## src/rtl/pattern_check_pkg.sv

```systemverilog
// Pattern checker shared definitions.
// Holds the sequencer state type, width helper functions and the default
// parameter values used by the interface and the checker modules.
// No ports.
package pattern_check_pkg;

    typedef enum logic [2:0] {
        IDLE  = 3'd0,
        APPLY = 3'd1,
        WAIT  = 3'd2,
        CHECK = 3'd3,
        DONE  = 3'd4
    } state_e;

    localparam int DEF_IN_W    = 60;
    localparam int DEF_OUT_W   = 26;
    localparam int DEF_NUM_PAT = 5;
    localparam int DEF_SETTLE  = 1;

    // Bits needed to address n patterns (n >= 2).
    function automatic int idx_width(input int n);
        return (n <= 2) ? 1 : $clog2(n);
    endfunction

    // Bits needed to count 0..n.
    function automatic int cnt_width(input int n);
        return $clog2(n + 1);
    endfunction

    // Bits needed to hold the settle countdown start value s-1.
    function automatic int settle_width(input int s);
        return (s <= 2) ? 1 : $clog2(s);
    endfunction

endpackage

```

## src/rtl/pattern_check_seq_if.sv

```systemverilog
// Pattern checker data bus: ROM read side and DUT drive/observe side.
// master : pattern_check_seq (drives pat_idx and dut_in)
// slave  : ROM + DUT environment (drives stim/gold/mask and dut_out)
//   pat_idx   ROM address, asynchronous read
//   stim_data stimulus word at pat_idx
//   gold_data expected DUT response at pat_idx
//   gold_mask 1 = bit checked, 0 = don't-care
//   dut_in    registered stimulus to the DUT
//   dut_out   DUT response
interface pattern_check_seq_if
    import pattern_check_pkg::*;
#(
    parameter int IN_W  = DEF_IN_W,
    parameter int OUT_W = DEF_OUT_W,
    parameter int IDX_W = idx_width(DEF_NUM_PAT)
);

    logic [IDX_W-1:0] pat_idx;
    logic [IN_W-1:0]  stim_data;
    logic [OUT_W-1:0] gold_data;
    logic [OUT_W-1:0] gold_mask;
    logic [IN_W-1:0]  dut_in;
    logic [OUT_W-1:0] dut_out;

    modport master (
        output pat_idx,
        output dut_in,
        input  stim_data,
        input  gold_data,
        input  gold_mask,
        input  dut_out
    );

    modport slave (
        input  pat_idx,
        input  dut_in,
        output stim_data,
        output gold_data,
        output gold_mask,
        output dut_out
    );

endinterface

```

## src/rtl/pattern_cmp.sv

```systemverilog
// Masked response comparator, purely combinational.
//   dut_out  observed DUT response
//   gold     expected response
//   mask     1 = bit checked, 0 = don't-care
//   diff     per-bit masked difference
//   mismatch any checked bit differs
module pattern_cmp #(
    parameter int OUT_W = 26
) (
    input  logic [OUT_W-1:0] dut_out,
    input  logic [OUT_W-1:0] gold,
    input  logic [OUT_W-1:0] mask,
    output logic [OUT_W-1:0] diff,
    output logic             mismatch
);

    assign diff     = (dut_out ^ gold) & mask;
    assign mismatch = |diff;

endmodule

```

## src/rtl/pattern_check_seq.sv

```systemverilog
// Pattern sequencer/checker for a combinational DUT.
// Walks NUM_PAT ROM entries, drives each stimulus to the DUT, waits SETTLE
// cycles, compares under the don't-care mask and keeps pass/fail counts plus
// the index and difference of the first failing pattern.
//   clk, rst        clock, synchronous active-high reset
//   start           begin a run (honoured only in IDLE or DONE)
//   bus             ROM and DUT bus (master side)
//   busy            high in APPLY/WAIT/CHECK
//   done            high in DONE until the next start or reset
//   pass_cnt        passing patterns this run
//   fail_cnt        failing patterns this run
//   all_pass        done with no failures
//   first_fail_*    valid flag, index and masked diff of first failure
//
// state | meaning
// IDLE  | waiting for start after reset
// APPLY | register stimulus, golden and mask for pat_idx
// WAIT  | let the DUT settle for SETTLE cycles
// CHECK | compare and update counters, advance or finish
// DONE  | run finished, results held
module pattern_check_seq
    import pattern_check_pkg::*;
#(
    parameter int IN_W    = DEF_IN_W,
    parameter int OUT_W   = DEF_OUT_W,
    parameter int NUM_PAT = DEF_NUM_PAT,
    parameter int SETTLE  = DEF_SETTLE,
    parameter int IDX_W   = idx_width(NUM_PAT),
    parameter int CNT_W   = cnt_width(NUM_PAT)
) (
    input  logic                 clk,
    input  logic                 rst,
    input  logic                 start,
    pattern_check_seq_if.master  bus,
    output logic                 busy,
    output logic                 done,
    output logic [CNT_W-1:0]     pass_cnt,
    output logic [CNT_W-1:0]     fail_cnt,
    output logic                 all_pass,
    output logic                 first_fail_vld,
    output logic [IDX_W-1:0]     first_fail_idx,
    output logic [OUT_W-1:0]     first_fail_diff
);

    localparam int SET_W = settle_width(SETTLE);

    state_e           state_q, state_d;
    logic [IDX_W-1:0] pat_idx_q, pat_idx_d;
    logic [IN_W-1:0]  dut_in_q, dut_in_d;
    logic [OUT_W-1:0] gold_q, gold_d;
    logic [OUT_W-1:0] mask_q, mask_d;
    logic [SET_W-1:0] settle_q, settle_d;
    logic [CNT_W-1:0] pass_q, pass_d;
    logic [CNT_W-1:0] fail_q, fail_d;
    logic             ffv_q, ffv_d;
    logic [IDX_W-1:0] ffi_q, ffi_d;
    logic [OUT_W-1:0] ffd_q, ffd_d;

    logic [OUT_W-1:0] diff;
    logic             mismatch;

    pattern_cmp #(
        .OUT_W (OUT_W)
    ) u_cmp (
        .dut_out  (bus.dut_out),
        .gold     (gold_q),
        .mask     (mask_q),
        .diff     (diff),
        .mismatch (mismatch)
    );

    always_ff @(posedge clk) begin
        if (rst) begin
            state_q   <= IDLE;
            pat_idx_q <= '0;
            dut_in_q  <= '0;
            gold_q    <= '0;
            mask_q    <= '0;
            settle_q  <= '0;
            pass_q    <= '0;
            fail_q    <= '0;
            ffv_q     <= 1'b0;
            ffi_q     <= '0;
            ffd_q     <= '0;
        end else begin
            state_q   <= state_d;
            pat_idx_q <= pat_idx_d;
            dut_in_q  <= dut_in_d;
            gold_q    <= gold_d;
            mask_q    <= mask_d;
            settle_q  <= settle_d;
            pass_q    <= pass_d;
            fail_q    <= fail_d;
            ffv_q     <= ffv_d;
            ffi_q     <= ffi_d;
            ffd_q     <= ffd_d;
        end
    end

    always_comb begin
        state_d   = state_q;
        pat_idx_d = pat_idx_q;
        dut_in_d  = dut_in_q;
        gold_d    = gold_q;
        mask_d    = mask_q;
        settle_d  = settle_q;
        pass_d    = pass_q;
        fail_d    = fail_q;
        ffv_d     = ffv_q;
        ffi_d     = ffi_q;
        ffd_d     = ffd_q;

        unique case (state_q)
            IDLE, DONE: begin
                if (start) begin
                    pat_idx_d = '0;
                    pass_d    = '0;
                    fail_d    = '0;
                    ffv_d     = 1'b0;
                    ffi_d     = '0;
                    ffd_d     = '0;
                    state_d   = APPLY;
                end
            end
            APPLY: begin
                dut_in_d = bus.stim_data;
                gold_d   = bus.gold_data;
                mask_d   = bus.gold_mask;
                settle_d = SET_W'(SETTLE - 1);
                state_d  = WAIT;
            end
            WAIT: begin
                // Counter loaded with SETTLE-1, so WAIT spans exactly SETTLE cycles.
                if (settle_q == '0) begin
                    state_d = CHECK;
                end else begin
                    settle_d = settle_q - SET_W'(1);
                end
            end
            CHECK: begin
                if (mismatch) begin
                    fail_d = fail_q + CNT_W'(1);
                    if (!ffv_q) begin
                        ffv_d = 1'b1;
                        ffi_d = pat_idx_q;
                        ffd_d = diff;
                    end
                end else begin
                    pass_d = pass_q + CNT_W'(1);
                end
                if (pat_idx_q == IDX_W'(NUM_PAT - 1)) begin
                    state_d = DONE;
                end else begin
                    pat_idx_d = pat_idx_q + IDX_W'(1);
                    state_d   = APPLY;
                end
            end
            default: state_d = IDLE;
        endcase
    end

    assign bus.pat_idx     = pat_idx_q;
    assign bus.dut_in      = dut_in_q;
    assign busy            = (state_q == APPLY) || (state_q == WAIT) || (state_q == CHECK);
    assign done            = (state_q == DONE);
    assign pass_cnt        = pass_q;
    assign fail_cnt        = fail_q;
    assign all_pass        = done && (fail_q == '0);
    assign first_fail_vld  = ffv_q;
    assign first_fail_idx  = ffi_q;
    assign first_fail_diff = ffd_q;

endmodule

```

## src/flat_wrapper.sv

```systemverilog
// flat-port wrapper written by rule: the top's interface ports become plain ports
module pattern_check_seq_flat import pattern_check_pkg::*;
#(
    parameter int IN_W    = DEF_IN_W,
    parameter int OUT_W   = DEF_OUT_W,
    parameter int NUM_PAT = DEF_NUM_PAT,
    parameter int SETTLE  = DEF_SETTLE,
    parameter int IDX_W   = idx_width(NUM_PAT),
    parameter int CNT_W   = cnt_width(NUM_PAT)
)
  (clk, rst, start, busy, done, pass_cnt, fail_cnt, all_pass, first_fail_vld, first_fail_idx, first_fail_diff, bus_pat_idx, bus_dut_in, bus_stim_data, bus_gold_data, bus_gold_mask, bus_dut_out);
  pattern_check_seq_if #(.IN_W(IN_W), .OUT_W(OUT_W), .IDX_W(IDX_W)) bus_i ();
  input  logic clk;
  input  logic rst;
  input  logic start;
  output logic busy;
  output logic done;
  output logic [CNT_W-1:0] pass_cnt;
  output logic [CNT_W-1:0] fail_cnt;
  output logic all_pass;
  output logic first_fail_vld;
  output logic [IDX_W-1:0] first_fail_idx;
  output logic [OUT_W-1:0] first_fail_diff;
  output wire logic [$bits(bus_i.pat_idx)-1:0] bus_pat_idx;
  output wire logic [$bits(bus_i.dut_in)-1:0] bus_dut_in;
  input wire logic [$bits(bus_i.stim_data)-1:0] bus_stim_data;
  input wire logic [$bits(bus_i.gold_data)-1:0] bus_gold_data;
  input wire logic [$bits(bus_i.gold_mask)-1:0] bus_gold_mask;
  input wire logic [$bits(bus_i.dut_out)-1:0] bus_dut_out;
  assign bus_pat_idx = bus_i.pat_idx;
  assign bus_dut_in = bus_i.dut_in;
  assign bus_i.stim_data = bus_stim_data;
  assign bus_i.gold_data = bus_gold_data;
  assign bus_i.gold_mask = bus_gold_mask;
  assign bus_i.dut_out = bus_dut_out;
  pattern_check_seq #(.IN_W(IN_W), .OUT_W(OUT_W), .NUM_PAT(NUM_PAT), .SETTLE(SETTLE), .IDX_W(IDX_W), .CNT_W(CNT_W)) u_core (.clk(clk), .rst(rst), .start(start), .bus(bus_i), .busy(busy), .done(done), .pass_cnt(pass_cnt), .fail_cnt(fail_cnt), .all_pass(all_pass), .first_fail_vld(first_fail_vld), .first_fail_idx(first_fail_idx), .first_fail_diff(first_fail_diff));
endmodule
```

## config.mk

```make
export PLATFORM = sky130hd
export DESIGN_NAME = pattern_check_seq_flat
export DESIGN_NICKNAME = d
export VERILOG_FILES = /design/src/rtl/pattern_check_pkg.sv /design/src/rtl/pattern_check_seq_if.sv /design/src/rtl/pattern_cmp.sv /design/src/rtl/pattern_check_seq.sv /design/src/flat_wrapper.sv
export SDC_FILE = /design/constraint.sdc
export NUM_CORES = 1
export LEC_CHECK = 0
export CORE_AREA = 2 2 118 131
export DETAILED_ROUTE_END_ITERATION = 16
export DIE_AREA = 0 0 120 133
export PLACE_DENSITY = 0.75
export SLEW_MARGIN = 20
export SYNTH_ARGS = -nofsm -noshare
export SYNTH_HDL_FRONTEND = slang
export SYNTH_SLANG_ARGS = --single-unit
```

## constraint.sdc

```tcl
create_clock -name clk -period 4.5 [get_ports clk]
set_input_delay 0.675 -clock clk [delete_from_list [all_inputs] [get_ports clk]]
set_output_delay 0.675 -clock clk [all_outputs]
set_load 0.005 [all_outputs]
```

==> impl_metrics.tcl <==
set metrics [dict create \
    outcome "finished clean" \
    vias 5522 \
    p_leak_nw 3.26 \
    min_period_over_period_pct 67.4 \
    syn_nets 824 \
    skew_ns 0.00804 \
    fmax_ghz 0.330 \
    yosysTopAreaCellShare_pct 53.4 \
    ys_seq_area_share_pct 53.4 \
    die_x_um 120 \
    drc 0 \
    cts_resized 0 \
    ff_latch_area_sq_um 3080 \
    n_fill_cell 1294 \
    htree_num_levels 4 \
    postRouteWirelength_mm 17.1 \
    clkLatencyLatePin_ns 0.43 \
    ant_nets 0 \
    drt_pass1_iterations 5 \
    place.gp.congestion 0.878 \
    final_nets 1045 \
    power.switching_w 0.000954 \
    cts_hold_buf 0 \
    antenna_cells 0 \
    synth_seq_cells 154 \
    syn_to_final_growth_pct 55.1 \
    cts_tree "done" \
    cap_violations 0 \
    swShare_pct 25.5 \
    synth_flop_cell "dfxtp_1" \
    wl_met1_mm 6.79 \
    tightestPinTransition_ns 0.922 \
    cts_made_buffers 17 \
    synth_largest_area_cell "dfxtp_1" \
    wl_met3_mm 1.67 \
    worst_setup_path_start_kind "input pin" \
    grtUsageTotal_pct 21.8 \
    hp-class "reg -> reg" \
    drt_iter0_drc 392 \
    clkPwrFrac_pct 42.1 \
    pin_count 243 \
    slew_headroom_pct 38.5 \
    cp.required_ns 4.87 \
    syn_area_sq_um 5770 \
    multi_input_area_sq_um 2490 \
    internal-power_w 0.00279 \
    synth_warnings 0 \
    peakVddDrop_mv 0.280 \
    end_kind "register" \
    overflow 0 \
    fin_crit_ns 3.03 \
    cts_setup_buffers 0 \
    initial_core_util_pct 39.1 \
    first_global_vias 5397 \
    cts_buffer_depth 2 \
    synth_area_leaders "dfxtp_1, nand2_1, a21oi_1" \
    postSynthCellCount 678 \
    grt_pass1_wl_mm 27.4 \
    path_clk_slew_ns 0.06 \
    viasPerCell 4.98 \
    finalSetupTns_ns 0 \
    rsz0062_at_grt "false" \
    dp_hpwl_mm 11.6 \
    seqPwrFrac_pct 40.8 \
    grt_max_degree 67 \
    reg2reg_slack_ns 1.81 \
    fin_total_pwr_w 0.00374 \
    routed.top_layer "met4" \
    finalHoldViolCount 0 \
    p_per_area_nw_per_um2 418 \
    async_flop_share_pct 0 \
    drv_slew 0 \
    comb_power_share_pct 17.1 \
    dieArea_sq_um 16000 \
    grt_antenna_before_repair 0 \
    dr_wl_met2_mm 8.30 \
    wl_per_cell_um 15.5 \
    rows 47 \
    avgSynthCellArea_sq_um 8.51 \
    die_h_um 133 \
    finalSetupViolations 0 \
    cts.sink_count 154 \
    critPathKind "in -> reg" \
    synth_edf_count 0 \
    cts_root_buf "clkbuf_16" \
    holdWs_ns 0.453 \
    io_buffers 242 \
    drive_above_1_share_pct 4.93 \
    core_area_sq_um 14800 \
    critical_path_arrival_ns 3.40 \
    crit_fanout 29 \
    synth.distinct_cells 43 \
]
[layout by cell type, fill, tap and decap left out, drive strengths merged, types with 2 or more instances in the layout]
master,netlist,final
clkdlybuf4s50,0,241
nand2,235,235
dfxtp,154,154
a21oi,117,117
xor2,26,26
a32o,22,22
clkbuf,40,20
a22oi,11,11
inv,6,7
nand3,6,6
buf,5,6
nor2,5,5
ha,5,5
bufinv,0,5
nand4,4,4
o2bb2ai,4,4
clkinv,0,4
nor4,4,4
a22o,3,3
and3b,2,2
nand3b,2,2
and3,2,2
xnor2,2,2
nor3,2,2
o21a,2,2
clkinvlp,0,2
a31oi,2,2
[final timing paths]
path,to,cells past startpoint,startpoint
worst min-delay path,u_core.bus.dut_in[35],2,u_core.bus.dut_in[35]
worst max-delay path,u_core.first_fail_idx[1],7,bus_dut_out[7]
worst max register to register,u_core.first_fail_idx[1],6,u_core.gold_q[7]
worst min register to register,u_core.bus.dut_in[35],2,u_core.bus.dut_in[35]
[flip-flops by register name, summed over array words and instances, names as in the netlist]
signal                  count
u_core.first_fail_idx       3
u_core.mask_q              26
u_core.gold_q              26
u_core.state_q              3
u_core.bus.pat_idx          3
u_core.first_fail_vld       1
u_core.bus.dut_in          60
u_core.first_fail_diff     26
u_core.fail_cnt             3
u_core.pass_cnt             3
[per-stage QoR]
step / util (%) / worst slack (ns) / cells / instance area (sq um)
2_1_floorplan: - / 2.13 / 678 / 5770
3_3_place_gp: 56.2 / 1.09 / 1076 / 8300
3_5_place_dp: 56.2 / 1.03 / 1076 / 8300
4_1_cts: 60.7 / 1.49 / 1108 / 8950
5_1_grt: 60.7 / 1.37 / 1108 / 8950
6_report: 60.7 / 1.47 / 1108 / 8950
[final cells by class]
cell class	count	share of cell area, %
Clock buffer	20	5.10
Clock inverter	12	2.17
Inverter	6	0.252
Multi-Input combinational cell	473	27.9
Sequential cell	154	34.4
Tap cell	196	2.74
Timing Repair Buffer	247	27.4
[worst max-delay path: stages]
cell             delay, ns
clkdlybuf4s50_1       0.41
xor2_1                0.16
a22oi_1               0.31
nand4_1               0.22
or4_4                 0.57
a31oi_4               0.78
a22o_1                0.26
[cell usage after synthesis, types with 3 or more instances]
| master | n |
|---|---|
| nand4_1 | 4 |
| dfxtp_1 | 154 |
| nand3_1 | 6 |
| buf_2 | 3 |
| a21oi_1 | 117 |
| nor4_1 | 3 |
| a22o_1 | 3 |
| ha_1 | 5 |
| nand2_1 | 235 |
| inv_1 | 6 |
| xor2_1 | 26 |
| a32o_1 | 22 |
| clkbuf_1 | 40 |
| nor2_1 | 5 |
| a22oi_1 | 11 |
| o2bb2ai_1 | 4 |
[cells by family (layout without fill, tap and decap cells)]
family | Yosys count | count (layout) | share of synthesized area (%)
and+or+nand+nor | 270 | 270 | 19.2
AOI/OAI and AO/OA | 170 | 170 | 18.4
DFF | 154 | 154 | 53.4
buffers and inverters | 51 | 285 | 3.64
xor gates and xnor gates | 28 | 28 | 4.25
adders and majority gates | 5 | 5 | 1.08
[routing by layer]
| layer | up-vias | GRT usage, % |
|---|---|---|
| met5 | - | 0 |
| met4 | 0 | 7.78 |
| met3 | 30 | 10.0 |
| met2 | 202 | 35.9 |
| met1 | 2546 | 24.7 |
| li1 | 2744 | - |
[power by group through the flow]
stage | clock network (W) | logic (W) | registers, W
2_1_floorplan | 0 | 0.000321 | 0.00155
3_3_place_gp | 0 | 0.000636 | 0.00155
3_5_place_dp | 0 | 0.000644 | 0.00156
4_1_cts | 0.00161 | 0.000648 | 0.00153
5_1_grt | 0.00166 | 0.000709 | 0.00154
6_report | 0.00157 | 0.000640 | 0.00153
Note: power is estimated with default switching activity, not from simulation.
